<file path="src/rtl/if_stage_hbit.sv">
// Instruction-fetch stage with an 8-entry one-bit (hbit) branch history table.
// The next PC is chosen in the same cycle as the lookup; redirects take effect one edge later.
module if_stage_hbit (
  input  logic        clk,
  input  logic        resetn,
  input  logic        stall_IF,
  input  logic        redirect_valid,
  input  logic [15:0] redirect_pc,
  input  logic        hbit_upd_valid,
  input  logic [15:0] hbit_upd_pc,
  input  logic [15:0] hbit_upd_target,
  input  logic        hbit_upd_taken,
  output logic [15:0] imem_addr,
  input  logic [15:0] imem_data,
  output logic [15:0] out_IW,
  output logic [15:0] out_pc,
  output logic        out_valid,
  output logic        out_BPR
);

  logic [15:0]      pc_q, pc_d;
  logic             started_q, started_d;
  logic [7:0]       ent_valid_q, ent_valid_d;
  logic [7:0]       ent_hbit_q, ent_hbit_d;
  logic [7:0][12:0] ent_tag_q, ent_tag_d;
  logic [7:0][15:0] ent_tgt_q, ent_tgt_d;

  logic [2:0]       idx_s;
  logic             hit_s;
  logic             predict_taken_s;
  logic             fetch_valid_s;

  assign idx_s = pc_q[2:0];

  // Table lookup reads the registered contents, so a same-cycle update is not seen yet.
  always_comb begin
    hit_s           = ent_valid_q[idx_s] && (ent_tag_q[idx_s] == pc_q[15:3]);
    predict_taken_s = hit_s && ent_hbit_q[idx_s];
  end

  always_comb begin
    fetch_valid_s = resetn && started_q && !redirect_valid;
    imem_addr     = pc_q;
    out_pc        = resetn ? pc_q : 16'h0000;
    out_valid     = fetch_valid_s;
    if (fetch_valid_s) begin
      out_IW  = imem_data;
      out_BPR = predict_taken_s;
    end else begin
      out_IW  = 16'hfffe;
      out_BPR = 1'b0;
    end
  end

  // Reset drops any redirect or table update presented in the same cycle.
  always_comb begin
    pc_d        = pc_q;
    started_d   = started_q;
    ent_valid_d = ent_valid_q;
    ent_hbit_d  = ent_hbit_q;
    ent_tag_d   = ent_tag_q;
    ent_tgt_d   = ent_tgt_q;
    if (!resetn) begin
      pc_d        = 16'h0000;
      started_d   = 1'b0;
      ent_valid_d = 8'h00;
      ent_hbit_d  = 8'h00;
      ent_tag_d   = {8{13'h0000}};
      ent_tgt_d   = {8{16'h0000}};
    end else begin
      started_d = 1'b1;
      if (redirect_valid) begin
        pc_d = redirect_pc;
      end else if (stall_IF) begin
        pc_d = pc_q;
      end else if (predict_taken_s) begin
        pc_d = ent_tgt_q[idx_s];
      end else begin
        pc_d = pc_q + 16'h0001;
      end
      if (hbit_upd_valid) begin
        ent_valid_d[hbit_upd_pc[2:0]] = 1'b1;
        ent_tag_d[hbit_upd_pc[2:0]]   = hbit_upd_pc[15:3];
        ent_hbit_d[hbit_upd_pc[2:0]]  = hbit_upd_taken;
        ent_tgt_d[hbit_upd_pc[2:0]]   = hbit_upd_target;
      end else begin
        ent_valid_d = ent_valid_q;
      end
    end
  end

  always_ff @(posedge clk) begin
    pc_q        <= pc_d;
    started_q   <= started_d;
    ent_valid_q <= ent_valid_d;
    ent_hbit_q  <= ent_hbit_d;
    ent_tag_q   <= ent_tag_d;
    ent_tgt_q   <= ent_tgt_d;
  end

endmodule

</file>
<file path="config.mk">
export PLATFORM = sky130hd
export DESIGN_NAME = if_stage_hbit
export DESIGN_NICKNAME = d
export VERILOG_FILES = /design/src/rtl/if_stage_hbit.sv
export SDC_FILE = /design/constraint.sdc
export NUM_CORES = 1
export LEC_CHECK = 0
export ABC_AREA = 1
export CORE_MARGIN = 5
export CORE_UTILIZATION = 50
export CTS_CLUSTER_SIZE = 8
export DETAILED_ROUTE_END_ITERATION = 16
export GPL_TIMING_DRIVEN = 0
export PLACE_DENSITY = 0.79
export SLEW_MARGIN = 20
export SYNTH_ARGS = -nofsm -noshare
export SYNTH_HDL_FRONTEND = slang
export SYNTH_SLANG_ARGS = --single-unit
</file>
<file path="constraint.sdc">
create_clock -name clk -period 5.39 [get_ports clk]
set_input_delay 1.078 -clock clk [delete_from_list [all_inputs] [get_ports clk]]
set_output_delay 1.078 -clock clk [all_outputs]
set_load 0.02 [all_outputs]
</file>
==> run_results.csv <==
group,metric,value,unit
grt,grtUsageTotal,0.302,
timing,period_share,0.881,
clock_network,clockBufferDepth,3,
setup_path,start_kind,"register",
timing,setup_viol,0,
timing,rsz0062_at_grt,"no",
place,io_buffers,101,
grt,antenna_found_initial,2,
setup_path,cpMostUsedCell,"nand2_1",
routing,drc,0,
clock_network,cts_resized,0,
setup_path,ff2ff_path_depth,14,
cells_and_area,fin_area,0.0149,sq mm
cells_and_area,drive_gt1_frac,0.0518,
place,dpl.hpwl,31.5,mm
synthesis,syn_inst,1884,
grt,grt_start_max_net_pins,11,
floorplanning,die_w,168,um
synthesis,syn_area_per_cell,6.63,sq um
synthesis,syn_area,0.0125,sq mm
worst_hold_path,hold_class,"register to register",
synthesis,ys_ff_latch,265,
synthesis,synth_ff_type,"dfxtp_1",
setup_path,regToRegSetupSlack,2.44,ns
worst_hold_path,min-delay-start,"ent_tag_q[94]$_SDFFE_PN0P_",
timing,holdWs,0.453,ns
floorplanning,io_pins,120,
synthesis,seq_area_frac_synth,0.424,
clock_network,cts_tree,"done",
timing,slew_violations,0,
grt,grt_pass1_vias,12700,
clock_network,cts_root_buf,"clkbuf_16",
floorplanning,std_cell_rows,57,
cells_and_area,fin_nets,2097,
timing,hold_viol_final,0,
routing,drt_iter0_markers,1836,
clock_network,path_clk_slew,0.05,ns
synthesis,synthArstFlopShare,0,
floorplanning,die_area,0.0283,sq mm
routing,drtAntennaViolNets,0,
timing,setup_tns,0,ns
setup_path,worstReg2RegStart,"imem_addr[1]$_SDFFE_PN0P_",
cells_and_area,syn2layout_area_growth,19.3,%
synthesis,syn_nets,1955,
place,place_area,0.0139,sq mm
routing,via_count,13400,
floorplanning,die_y,168,um
routing,routed_wl,44.4,mm
pwr,p_leak,0.00637,uW
job,drv_cap,0,
place,gp_congestion,1.01,
cells_and_area,filler_cell_count,2275,
setup_path,max_stage_delay,0.63,ns
setup_path,crit_chain,"buf_4 -> clkbuf_1 -> nand3_1 -> nand3_1 -> nand2_1 -> nand2_1 -> nand2_1 -> nor2_1 -> nand2_1 -> nor2_4 -> nand2_4 -> buf_6 -> nor2_1 -> clkdlybuf4s50_1",
clock_network,clkLatencyLatePin,0.52,ns
cells_and_area,finish.utilization,0.610,
timing,relSlewSlack,0.416,
timing,fmax,211,MHz
setup_path,critPathArrivalTime,3.67,ns
worst_hold_path,holdPathEnd,"ent_tag_q[94]$_SDFFE_PN0P_",
routing,viasPerCell,5.69,
pwr,peakVddDrop,261,uV
timing,clock_skew,0.0181,ns
timing,worstMarginPinSlew,0.872,ns
setup_path,critPathKind,"register to primary output",
setup_path,worst_path_dominant_cell_family,"buffers and inverters",
floorplanning,coreArea,0.0245,sq mm
grt,grt_overflow_total,0,
clock_network,cts_setup_buffers,0,
setup_path,r2r-end,"imem_addr[14]$_SDFFE_PN0P_",
clock_network,clkSinkCount,265,
routing,wl_per_cell,18.9,um
timing,layout_min_cycle_time,4.75,ns
setup_path,crit_required,4.31,ns
synthesis,ys_types,29,
clock_network,cts_buffers,39,
routing,first_pass_iters,6,
setup_path,cp_slowest_cell,"clkbuf_1",
synthesis,yosys_warnings,0,
pwr,power_density,326,mW/mm^2
worst_hold_path,min_path_cells,2,
grt,grt_first_pass_wirelength,68.8,mm
setup_path,worstSetupEndpointType,"primary output",
synthesis,synth_edf_count,0,
floorplanning,start_util,0.511,
clock_network,hold_buffers,0,
status,status,"finished, final reports clean",
setup_path,critPathMaxFanout,10,
clock_network,cts_max_level,2,
setup_path,worst-path-buf-inv,4,
-- cell usage in the layout, fill, tap and decap left out, drive strengths merged --
cell	instances
buf	32
ha	1
xnor2	1
nor3	6
o21ai	329
nor2	404
nor4	1
nand4	2
nand3	136
dfxtp	265
o22ai	14
nand2	240
diode	1
nand3b	1
clkbuf	152
clkinv	1
or2	16
o21bai	1
clkdlybuf4s50	101
a21oi	123
inv	177
xor2	12
o221ai	12
-- logic make-up (layout without fill, tap and decap cells) --
logic type / count (synthesis) / after routing / share of synthesized area
AO/OA/AOI/OAI: 479 / 479 / 0.197
adder cells (fa/ha/maj): 1 / 1 / 0.00100
flip-flops: 265 / 265 / 0.424
XOR/XNOR: 13 / 13 / 0.00911
AND/OR/NAND/NOR: 806 / 806 / 0.264
other: 0 / 1 / 0
buffers and inverters: 320 / 463 / 0.104
-- per-layer routing --
| layer | wire [um] | vias up | GRT usage |
|---|---|---|---|
| met3 | 4100 | 165 | 0.0577 |
| li1 | - | 6323 | - |
| met1 | 17300 | 6116 | 0.382 |
| met4 | 2740 | 2 | 0.172 |
| met2 | 20300 | 766 | 0.484 |
| met5 | 13 | - | 0 |
-- synthesized netlist by cell type, types with 13 or more instances --
cell type | number | area, sq um
inv_1 | 174 | 653
a21oi_1 | 123 | 616
o22ai_1 | 14 | 87.6
buf_2 | 16 | 80.1
nand3_1 | 136 | 681
nand2_1 | 239 | 897
nor2_1 | 402 | 1510
dfxtp_1 | 265 | 5310
clkbuf_2 | 13 | 65.1
o21ai_0 | 329 | 1650
or2_2 | 16 | 100
clkbuf_1 | 99 | 372
-- flip-flops by register name, indices dropped and copies added (netlist names) --
register,count
ent_valid_q,8
ent_tgt_q,128
ent_hbit_q,8
ent_tag_q,104
started_q,1
imem_addr,16
-- final cells by class --
type / count / area [sq um] / share of cell area
repair buffers: 101 / 1010 / 0.0678
diodes: 1 / 2.50 / 0.000168
flip-flops and latches: 265 / 5310 / 0.356
inverters: 176 / 661 / 0.0443
plain buffers: 144 / 644 / 0.0432
well taps: 324 / 405 / 0.0272
clock buffers: 40 / 980 / 0.0657
multi-input cells: 1299 / 5890 / 0.395
clock inverters: 2 / 17.5 / 0.00117
-- how the worst max path moves through the flow --
stage	to	start	depth (start not counted)	slack (ns)
2_1_floorplan	out_IW[2]	redirect_valid	5	2.29
3_3_place_gp	out_pc[6]	resetn	7	0.80
3_5_place_dp	out_pc[6]	resetn	7	0.77
4_1_cts	out_pc[6]	resetn	7	0.76
5_1_grt	out_BPR	imem_addr[1]$_SDFFE_PN0P_	14	0.57
6_report	out_BPR	imem_addr[1]$_SDFFE_PN0P_	14	0.64
-- report_power, final --
part | internal [uW] | switching, uW
logic | 223 | 466
clock network | 1270 | 830
registers | 2040 | 38.1
-- worst min-delay path: stages, from the launching register on --
cell     delay [ns]
dfxtp_1        0.29
inv_1          0.06
a21oi_1        0.05
-- metrics by stage --
| step | power (uW) | worst slack (ns) | instances |
|---|---|---|---|
| after floorplan | 2510 | 2.29 | 1884 |
| after detailed placement | 2780 | 0.772 | 2309 |
| after global placement | 2770 | 0.800 | 2309 |
| after CTS | 4850 | 0.763 | 2351 |
| final | 4860 | 0.642 | 2352 |
| after global routing | 5020 | 0.570 | 2352 |
Note: power is estimated with default switching activity, not from simulation.
